--- config.mk ---
export PLATFORM = sky130hd
export DESIGN_NAME = memory_arbiter
export DESIGN_NICKNAME = d
export VERILOG_FILES = /design/src/rtl/memory_arbiter.sv
export SDC_FILE = /design/constraint.sdc
export NUM_CORES = 1
export LEC_CHECK = 0
export ABC_AREA = 1
export BUFFER_PORTS_ARGS = -buffer_cell sky130_fd_sc_hd__buf_4
export CAP_MARGIN = 20
export CELL_PAD_IN_SITES_DETAIL_PLACEMENT = 2
export CELL_PAD_IN_SITES_GLOBAL_PLACEMENT = 2
export CORE_MARGIN = 2
export CORE_UTILIZATION = 28
export CTS_BUF_LIST = sky130_fd_sc_hd__clkbuf_16
export DETAILED_ROUTE_END_ITERATION = 10
export PLACE_DENSITY = 0.9
export SLEW_MARGIN = 5
export SYNTH_ARGS = -nofsm -noshare
export SYNTH_HDL_FRONTEND = slang
export SYNTH_SLANG_ARGS = --single-unit
--- constraint.sdc ---
create_clock -name clock -period 2.85 [get_ports clock]
set_input_delay 0.57 -clock clock [delete_from_list [all_inputs] [get_ports clock]]
set_output_delay 0.57 -clock clock [all_outputs]
set_load 0.005 [all_outputs]
--- src/rtl/memory_arbiter.sv ---
// memory_arbiter: shares one unified Memory between the fetch port and the lw/sw data port
module memory_arbiter #(
    parameter int WRITE_HOLD     = 2,
    parameter int MAX_DATA_BURST = 3
) (
    input  logic        clock,
    input  logic        reset,
    input  logic        i_req,
    input  logic [31:0] i_addr,
    output logic [31:0] i_rdata,
    output logic        i_ready,
    input  logic        d_req,
    input  logic        d_we,
    input  logic [31:0] d_addr,
    input  logic [31:0] d_wdata,
    output logic [31:0] d_rdata,
    output logic        d_ready,
    output logic        mem_ren,
    output logic        mem_wen,
    output logic [31:0] mem_addr,
    output logic [31:0] mem_din,
    input  logic [31:0] mem_dout,
    output logic        grant_d
);
    localparam logic [2:0] IDLE     = 3'd0;
    localparam logic [2:0] READ     = 3'd1;
    localparam logic [2:0] WSETUP   = 3'd2;
    localparam logic [2:0] WRITE    = 3'd3;
    localparam logic [2:0] WRECOVER = 3'd4;
    localparam int BW = $clog2(MAX_DATA_BURST + 1);
    localparam int HW = $clog2(WRITE_HOLD + 1);
    localparam logic [BW-1:0] BMAX = BW'(MAX_DATA_BURST);
    localparam logic [HW-1:0] HMAX = HW'(WRITE_HOLD);

    logic [2:0]    state;
    logic [BW-1:0] burst;
    logic [HW-1:0] hold;
    logic          rd_d;
    logic          i_elig, d_elig, pick_d, pick_i;

    // a port that is completing this cycle is not eligible; data wins ties until its burst budget runs out
    always_comb begin
        i_elig = i_req && !i_ready;
        d_elig = d_req && !d_ready;
        pick_d = d_elig && (!i_elig || burst != BMAX);
        pick_i = i_elig && !pick_d;
    end

    // transaction sequencer; every Memory control line comes straight from a flop
    always_ff @(posedge clock or negedge reset) begin
        if (!reset) begin
            state    <= IDLE;
            burst    <= '0;
            hold     <= '0;
            rd_d     <= 1'b0;
            mem_ren  <= 1'b0;
            mem_wen  <= 1'b0;
            mem_addr <= '0;
            mem_din  <= '0;
            i_rdata  <= '0;
            d_rdata  <= '0;
            i_ready  <= 1'b0;
            d_ready  <= 1'b0;
            grant_d  <= 1'b0;
        end else begin
            i_ready <= 1'b0;
            d_ready <= 1'b0;
            case (state)
                IDLE: begin
                    if (pick_d) begin
                        grant_d  <= 1'b1;
                        mem_addr <= d_addr;
                        burst    <= !i_req ? '0 : (burst == BMAX ? BMAX : burst + 1'b1);
                        if (d_we) begin
                            mem_din <= d_wdata;
                            state   <= WSETUP;
                        end else begin
                            mem_ren <= 1'b1;
                            rd_d    <= 1'b1;
                            state   <= READ;
                        end
                    end else if (pick_i) begin
                        mem_addr <= i_addr;
                        mem_ren  <= 1'b1;
                        rd_d     <= 1'b0;
                        burst    <= '0;
                        state    <= READ;
                    end
                end
                READ: begin
                    mem_ren <= 1'b0;
                    grant_d <= 1'b0;
                    state   <= IDLE;
                    if (rd_d) begin
                        d_rdata <= mem_dout;
                        d_ready <= 1'b1;
                    end else begin
                        i_rdata <= mem_dout;
                        i_ready <= 1'b1;
                    end
                end
                WSETUP: begin
                    mem_wen <= 1'b1;
                    hold    <= HW'(1);
                    state   <= WRITE;
                end
                WRITE: begin
                    if (hold == HMAX) begin
                        mem_wen <= 1'b0;
                        state   <= WRECOVER;
                    end else begin
                        hold <= hold + 1'b1;
                    end
                end
                WRECOVER: begin
                    grant_d <= 1'b0;
                    d_ready <= 1'b1;
                    state   <= IDLE;
                end
                default: state <= IDLE;
            endcase
        end
    end
endmodule

* Yosys cells after proc, flatten, opt, wreduce, memory -nomap -nowiden
Cells that the tools add are included.
** Storage, ports and cells
- Register bits :: 141
- Latch bits :: 0
- RAM bits :: 0
- ROM bits :: 0
- Logic and storage cells :: 81
- Memories :: 0
** Cells by class
- Add/subtract/negate cells :: 2
- Multiply operators :: 0
- Divide/modulo/power cells :: 0
- $lt $le $gt $ge :: 0
- Eq/ne operators :: 13
- Shifts and indexed selects :: 0
- Muxes and demuxes :: 27
- Bitwise logic cells :: 1
- Reduce and logical (&&, ||, !) cells :: 25
** Operators by type and width (count)
- 32-bit two-way mux :: 2
- 2-bit AND reduction :: 7
- 2-bit two-way mux :: 6
- 1-bit two-way mux :: 10
- 2-bit inequality test, second input constant :: 5
- 3-bit two-way mux :: 3
- 3-bit one-hot mux with 3 select lines :: 1
- 3-bit AND reduction :: 3
- 1-bit one-hot mux with 2 select lines :: 4
- 2-bit nonzero test :: 4
- 3-bit by 2-bit == test with 1-bit output, second input constant :: 2
- 3-bit inequality test, second input constant :: 2
- 2-bit by 1-bit adder with 2-bit output, second input constant :: 2
- 2-bit == test, second input constant :: 2
- 1-bit logical AND :: 4
- 1-bit zero test :: 4
- 2-bit one-hot mux with 2 select lines :: 1
- 3-bit by 1-bit == test with 1-bit output, second input constant :: 1
- 3-bit == test, second input constant :: 1
- 3-bit zero test :: 1
- 2-bit OR reduction :: 1
- 1-bit logical OR :: 1
- 1-bit NOT :: 1

* Logic depth before layout (Yosys ltp)
Gate-level depths: netlist (run 1).
- Depth after elaboration :: 10
- Mapped depth :: 9
- Depth with buffers taken out :: 8

* Worst setup path after synthesis (run 1)
No wires, ideal clock.
- Path kind :: input port to flip-flop
- Start point :: input i_req
- End point :: register mem_din[10]
- Library setup time :: 0.117 ns
- Arrival time :: 1.362 ns
- Path slack :: 1.371 ns
- Cell stages on the path :: 9
- Buffers on the path :: 1
- Path through :: inv_2 nor2_2 nand2_2 nand2_2 nor2_4 nand2_2 buf_2 nand2_1 nand2_1
** On the way
- Word-level cells in the longest chain between the ends :: 5
** Ends and longest elaborated chain
- start: declaration :: line 8 : input logic i_req,
- 1-bit logical AND :: line 43 : i_elig = i_req && !i_ready;
- 1-bit zero test :: line 45 : pick_d = d_elig && (!i_elig || burst != BMAX);
- 1-bit logical OR :: line 45
- 1-bit logical AND :: line 45
- 3-bit AND reduction (no source line)
- end signal: assignment :: line 75 : mem_din <= d_wdata;
- end: declaration :: line 21 : output logic [31:0] mem_din,
Every way passes these cells.
A chain may end at the register's enable or synchronous reset.

* Worst setup path after layout (run 1)
- Start point :: register state[0]
- End point :: register mem_addr[22]
** On the way
- Word-level cells in the longest chain between the ends :: 2
** Ends and longest elaborated chain
- start: declaration :: line 35 : logic [2:0] state;
- start signal: assignment :: line 52 : state <= IDLE;
- start signal: assignment :: line 76 : state <= WSETUP;
- start signal: assignment :: line 80 : state <= READ;
- 3-bit zero test :: line 68 : case (state)
- 2-bit AND reduction (no source line)
- end signal: assignment :: line 72 : mem_addr <= d_addr;
- end signal: assignment :: line 83 : mem_addr <= i_addr;
- end: declaration :: line 20 : output logic [31:0] mem_addr,
Every way passes these cells.

==> results of run 1 <==
registers in the layout, summed over array words and instances (netlist names):
name / cells
rd_d: 1
burst: 2
mem_addr: 32
hold: 2
state: 3
mem_wen: 1
i_ready: 1
d_ready: 1
mem_ren: 1
mem_din: 32
i_rdata: 32
grant_d: 1
d_rdata: 32
worst reg2reg max path: stages (launching register included):
cell and delay (ps):
dfrtp_1 410, inv_2 150, nand3_4 140, a21oi_4 380
inv_2 370, nand2_1 180, nand2_1 70
synthesized netlist by cell type:
cell type / instances
nand2_1: 236
buf_6: 2
a21oi_1: 3
inv_2: 6
ha_1: 1
nand4_1: 1
o22ai_1: 1
o21ai_0: 44
o21ai_1: 29
nor2_4: 1
buf_2: 21
buf_1: 2
nor2_2: 1
nand3b_1: 32
nand3_4: 1
a21oi_4: 1
inv_1: 78
buf_4: 4
nor3_4: 1
dfrtp_1: 141
clkbuf_1: 10
nor2_1: 3
nand3_1: 70
nand2_2: 4
worst paths after layout:
check | start | to | cells after the start
worst max-delay path | state[0] | mem_addr[22] | 6
worst min-delay path | reset | i_rdata[0] | 1
worst max register to register | state[0] | mem_addr[22] | 6
worst min register to register | mem_din[27] | mem_din[27] | 2
max in group asynchronous | reset | d_rdata[9] | 2
min in group clock | d_wdata[2] | mem_din[2] | 3
cells in the final DEF (no fill, tap or decap):
cell type	Yosys	final
o22ai_1	1	1
o21ai_1	29	29
buf_6	2	1
a21oi_1	3	3
inv_6	0	4
clkinv_1	0	2
nand2_1	236	234
nand4_1	1	1
ha_1	1	1
nand3_4	1	1
inv_1	78	78
o21ai_0	44	44
nand2_2	4	6
nor2_4	1	1
dfrtp_1	141	141
inv_8	0	1
buf_12	0	2
clkbuf_16	0	17
clkinvlp_4	0	3
nand3_1	70	70
clkinv_2	0	1
nor2_1	3	3
inv_2	6	6
nand3b_1	32	32
a21oi_4	1	1
nor3_4	1	1
nor2_2	1	1
buf_4	4	273
clkinv_4	0	3
bufinv_16	0	1
per-layer routing:
layer  track usage, %  up-vias  wire [µm]
met5                0        -          0
met4             6.12        0        483
met3             4.34       29       1130
met2             36.6      168      12100
met1             23.5     2859       9060
li1                 -     2678          -
through the flow:
stage | cells | setup slack [ps]
finish | 1237 | 1030
global route | 1237 | 905
CTS | 1237 | 1000
detailed placement | 1205 | 804
global placement | 1205 | 907
floorplan | 693 | 1370
layout make-up:
cell class / instances / area [µm²]
Clock buffer: 17 / 425
Tap cell: 275 / 344
Clock inverter: 15 / 138
Fill cell: 2380 / 12200
Timing Repair Buffer: 276 / 2100
Inverter: 84 / 315
Sequential cell: 141 / 3530
Multi-Input combinational cell: 429 / 1990
cell families after synthesis:
group                      after synthesis
buffers and inverters                  123
DFF                                    141
AOI/OAI and AO/OA                       78
and+or+nand+nor                        350
adders and majority gates                1
power by group through the flow:
stage,logic (µW),clock network [µW],registers [µW]
6_report,3910,2150,3590
5_1_grt,4380,2290,3710
3_3_place_gp,3710,0,3540
2_1_floorplan,1640,0,3560
3_5_place_dp,3970,0,3600
4_1_cts,4040,2220,3600
==> flow_summary.yaml, run 1 <==
run_status:
  outcome: "finished clean"
grt:
  antenna_found_initial: 0
  grt_max_degree: 66
  grt_usage_pct: 20.0
  grt.overflow.total: 0
  grt_pass1_wl_um: 35000
  grt_pass1_vias: 6376
timing:
  min_period_ps: 1820
  fin_crit_sh_pct: 64.0
  timing.fmax_mhz: 548
  relSlewSlack_pct: 55.0
  drv_slew: 0
  fin_setup_tns_ps: 0
  hold_viol: 0
  tightest_slew_ps: 672
  rsz0062_at_grt: "false"
  fin_worst_skew_ps: 9.70
  setup_viol: 0
  hold_slack_ps: 142
worst_setup_path:
  path_class: "register to register"
  rrSetupSlack_ps: 1030
  cp_slowest_cell: "dfrtp_1"
  path_buf_inv: 2
  cp-end-kind: "register"
  worstPathMaxFanout: 32
  slowest_delay_ps: 410
  crit_family: "buffers and inverters"
  worstPathArrival_ps: 2120
  required_ps: 3150
  cp_cell_sequence: "inv_2, nand3_4, a21oi_4, inv_2, nand2_1, nand2_1"
  crit_path_start_kind: "register"
floorplanning:
  initial_core_util_pct: 28.6
  dieWidth_um: 151
  die-area_mm2: 0.0227
  rows: 53
  die_h_um: 151
  ioPinCount: 266
  core_region_area_mm2: 0.0211
place:
  postPlaceCellArea_mm2: 0.00828
  dp.final_hpwl_um: 16200
  port_buffers: 265
  gp_congestion: 0.711
detailed_routing:
  antenna_left: 0
  firstDrtPassIters: 4
  routed_wl_um: 22800
  drt_iter0_markers: 166
  num_vias: 5734
  avgViaCountPerCell: 4.64
  wire_per_inst_um: 18.4
  drc: 0
clock_tree:
  clk_latency_ps: 420
  numClockSinks: 141
  h-tree-depth: 4
  cts_made_buffers: 17
  cts_setup_buffers: 0
  cts_hold_buf: 0
  clockBufferDepth: 2
  postCtsResizedCells: 0
  clk_pin_slew_worst_paths_ps: 60
  cts_tree: "yes"
  clock-root-buffer: "clkbuf_16"
finish:
  nets: 1083
  fin_util_pct: 41.9
  drive_gt1_share_pct: 33.6
  antenna-diode-count: 0
  area_growth_pct: 46.6
  finalInstanceArea_mm2: 0.00884
logic_synthesis:
  synth_fa_ha_area_share_pct: 0.207
  yosys.area_share.xor_xnor_pct: 0
  ys_types: 24
  syn_avg_cell_area_um2: 8.70
  synth_mux_area_share_pct: 0
  synth_simple_gate_area_share_pct: 26.0
  postSynthCellCount: 693
  synth_compound_area_share_pct: 6.68
  synth_top_area_cell: "dfrtp_1"
  seq_area_frac_synth_pct: 58.5
  synthesis.area_mm2: 0.00603
  yosys.area.top_type_share_pct: 58.5
  synth_nets: 827
  synth_top_family_by_area: "simple AND/OR/NAND/NOR gates"
  synth_seq_cells: 141
  yosysWarnings: 0
  synth.area.top_cells: "dfrtp_1 (58%), nand2_1 (15%), nand3_1 (5.8%), inv_1 (4.9%), nand3b_1 (4.0%)"
power_and_ir_drop:
  peakVddDrop_mv: 0.436
  p_total_uw: 9650
  netSwitchingFraction_pct: 37.6
  p_leak_uw: 0.00484
  p_sw_uw: 3630
  combPwrFrac_pct: 40.5
  power.density_mw_per_mm2: 1090
  pwr-share-seq_pct: 37.2
  clkPwrFrac_pct: 22.3
  intPower_uw: 6020
job:
  maxCapViolations: 0
worst_hold_path:
  hp-class: "primary input to async pin"
No activity file was read; power rests on OpenSTA's default activity.
==> inputs of run 2 (changes only) <==
--- a/config.mk
+++ b/config.mk
@@ -5,7 +5,7 @@
 export SDC_FILE = /design/constraint.sdc
 export NUM_CORES = 1
 export LEC_CHECK = 0
-export ABC_AREA = 1
+export ABC_AREA = 0
 export BUFFER_PORTS_ARGS = -buffer_cell sky130_fd_sc_hd__buf_4
 export CAP_MARGIN = 20
 export CELL_PAD_IN_SITES_DETAIL_PLACEMENT = 2
@@ -14,7 +14,7 @@
 export CORE_UTILIZATION = 28
 export CTS_BUF_LIST = sky130_fd_sc_hd__clkbuf_16
 export DETAILED_ROUTE_END_ITERATION = 10
-export PLACE_DENSITY = 0.9
+export PLACE_DENSITY = 0.83
 export SLEW_MARGIN = 5
 export SYNTH_ARGS = -nofsm -noshare
 export SYNTH_HDL_FRONTEND = slang
==> constraint.sdc (replaced) <==
create_clock -name clock -period 1.65 [get_ports clock]
set_input_delay 0.33 -clock clock [delete_from_list [all_inputs] [get_ports clock]]
set_output_delay 0.33 -clock clock [all_outputs]
set_load 0.005 [all_outputs]
==> run 2 against run 1 <==
Net effect: the run now ends with setup timing left; highest routed layer unchanged; largest power group unchanged; setup slack worse by 1100 ps; cell area increased by 9.7%; clock power grew 74%; maximum frequency up 6.5%; total power increased by 97%; register-to-register slack got worse by 1100 ps; first-iteration DRC count shrank 38%; utilization rose by 1.3 points.
==> flow_summary.yaml, run 2 <==
clock_tree:
  h-tree-depth: 4
  cts_made_buffers: 17
  cts_tree: "yes"
  clockBufferDepth: 2
  clock-root-buffer: "clkbuf_16"
  clk_pin_slew_worst_paths_ps: 70
  numClockSinks: 141
  clk_latency_ps: 430
worst_setup_path:
  cp_cell_sequence: "or3b_4, nor2_4, buf_12, mux2_2"
  required_ps: 1950
  rr_startpoint: "state[0]"
  worstPathMaxFanout: 33
  r2r_cells: 4
  worstPathArrival_ps: 2010
  path_buf_inv: 1
  crit_path_start_kind: "register"
  crit_family: "simple AND/OR/NAND/NOR gates"
  cp.depth: 4
  cp-end-kind: "register"
  worstSetupStartpoint: "state[0]"
  path_class: "register to register"
  critPathCapture: "i_rdata[10]"
  cp_slowest_cell: "or3b_4"
  reg2reg_to: "i_rdata[10]"
  slowest_delay_ps: 440
  rrSetupSlack_ps: -60
detailed_routing:
  routed_wl_um: 22900
  wire_per_inst_um: 22.2
  firstDrtPassIters: 4
  drt_iter0_markers: 103
  avgViaCountPerCell: 4.97
  num_vias: 5126
  antenna_left: 0
  drc: 0
logic_synthesis:
  synth_edf_count: 0
  yosys.area.top_type_share_pct: 55.6
  synth.area.top_cells: "dfrtp_1 (56%), mux2_2 (16%), a2bb2oi_2 (6.6%), a221oi_1 (4.4%), and3b_1 (4.4%)"
  ys_types: 43
  seq_area_frac_synth_pct: 55.6
  syn_avg_cell_area_um2: 14.0
  synthesis.area_mm2: 0.00635
  yosysMostFrequentCell: "dfrtp_1"
  postSynthCellCount: 455
  synth-async-reset-ratio_pct: 100
  yosysWarnings: 0
  synth_nets: 589
  synth_common_cells: "dfrtp_1 (141), mux2_2 (89), o21ai_0 (34), a221oi_1 (32), and3b_1 (32)"
  synth_top_flop_cell: "dfrtp_1"
  synth_seq_cells: 141
  synth_top_area_cell: "dfrtp_1"
timing:
  relSlewSlack_pct: 73.6
  drv_slew: 0
  hold_viol: 0
  min_period_ps: 1710
  setup_viol: 55
  rsz0062_at_grt: "true"
  fin_crit_sh_pct: 104
  fin_worst_skew_ps: 14.9
  setup_ws_ps: -63.0
  tightest_slew_ps: 396
  timing.fmax_mhz: 584
floorplanning:
  dieWidth_um: 155
  initial_core_util_pct: 28.3
  die-area_mm2: 0.0239
  core_region_area_mm2: 0.0224
  die_h_um: 155
  ioPinCount: 266
  rows: 55
grt:
  grt_util_met3_pct: 6.44
  grt.overflow.total: 0
  grt_pass1_wl_um: 34700
  grt_use_met2_pct: 31.9
  gr-max-usage-layer: "met2"
  grt_max_degree: 61
  grt_pass1_vias: 5807
  antenna_found_initial: 0
  met1_usage_pct: 22.7
  grt_usage_pct: 18.8
power_and_ir_drop:
  netSwitchingFraction_pct: 33.8
  combPwrFrac_pct: 46.2
  p_leak_uw: 0.00448
  intPower_uw: 12600
  pwr-share-seq_pct: 34.2
  p_sw_uw: 6430
  power.density_mw_per_mm2: 1960
  clkPwrFrac_pct: 19.7
  peakVddDrop_mv: 0.812
  p_total_uw: 19000
finish:
  antenna-diode-count: 0
  nets: 868
  fill_cells: 2223
  drive_gt1_share_pct: 63.3
  mostFrequentLayoutCells: "buf_4 (280), dfrtp_1 (140), mux2_2 (82), o21ai_0 (34), and3b_1 (32)"
  mostFrequentLayoutCell: "buf_4"
  fin_cells: 1032
  area_growth_pct: 52.8
worst_hold_path:
  hp-class: "primary input to register"
  hold_path_depth: 2
run_status:
  outcome: "complete, but fails checks"
  violations: "setup timing"
place:
  dp.cells: 989
  dp.final_hpwl_um: 15900
  gp_congestion: 0.792
  port_buffers: 265
job:
  maxCapViolations: 0
[run 2: cells by family after synthesis]
| family | synth area share [%] |
|---|---|
| mux | 17.2 |
| flops | 55.6 |
| simple gates | 6.66 |
| buf+inv | 3.86 |
| fa+ha+maj | 0.197 |
| compound gates | 16.5 |
[run 2: timing repair]
item | CTS | global route
endpoints found under the setup margin | 128 | 109
setup buffers | 3 | 3
cloned | 1 | 3
pin swaps | 0 | 2
hold endpoints to repair | 36 | 0
gates resized for setup | 8 | 23
hold buffers | 1 | 0
[run 2: cell type report]
type / instances / area, µm² / area share, %
flip-flops and latches: 141 / 3530 / 36.4
multi-input cells: 269 / 2730 / 28.1
repair buffers: 301 / 2500 / 25.8
clock buffers: 17 / 425 / 4.38
well taps: 285 / 357 / 3.68
clock inverters: 15 / 149 / 1.53
inverters: 4 / 15.0 / 0.155
[run 2: through the flow]
| step | instance area [µm²] | util [%] | TNS (ps) | setup slack [ps] | hold WS [ps] |
|---|---|---|---|---|---|
| 2_1_floorplan | 6360 | - | 0 | 3.94 | 34.4 |
| 3_3_place_gp | 8810 | 39.3 | -576 | -20.4 | 258 |
| 3_5_place_dp | 8810 | 39.3 | -5180 | -93.3 | 272 |
| 4_1_cts | 9470 | 42.2 | -2140 | -59.1 | 116 |
| 5_1_grt | 9700 | 43.2 | -7010 | -110 | 112 |
| 6_report | 9700 | 43.2 | -1810 | -63.0 | 133 |
[run 2: power groups by stage]
stage	Clock [µW]	Combinational [µW]	Sequential [µW]
detailed placement	0	8340	6490
floorplan	0	4010	6330
global placement	0	7930	6320
CTS	3870	8480	6520
finish	3740	8780	6490
global route	4010	9450	6730
[run 2: per-layer routing]
| metal | wire length (µm) | part of all wire (%) |
|---|---|---|
| met3 | 1780 | 7.8 |
| met2 | 11500 | 50 |
| met5 | 0 | 0 |
| met1 | 9350 | 41 |
| met4 | 255 | 1.1 |
[run 2: how the worst min path moves through the flow]
stage / startpoint / end / slack [ps]
after global routing: mem_dout[27] / i_rdata[27] / 110
after detailed placement: reset / d_rdata[23] / 270
final: d_wdata[6] / mem_din[6] / 130
after global placement: reset / d_rdata[23] / 260
after floorplan: reset / burst[0] / 30
after CTS: d_wdata[6] / mem_din[6] / 120
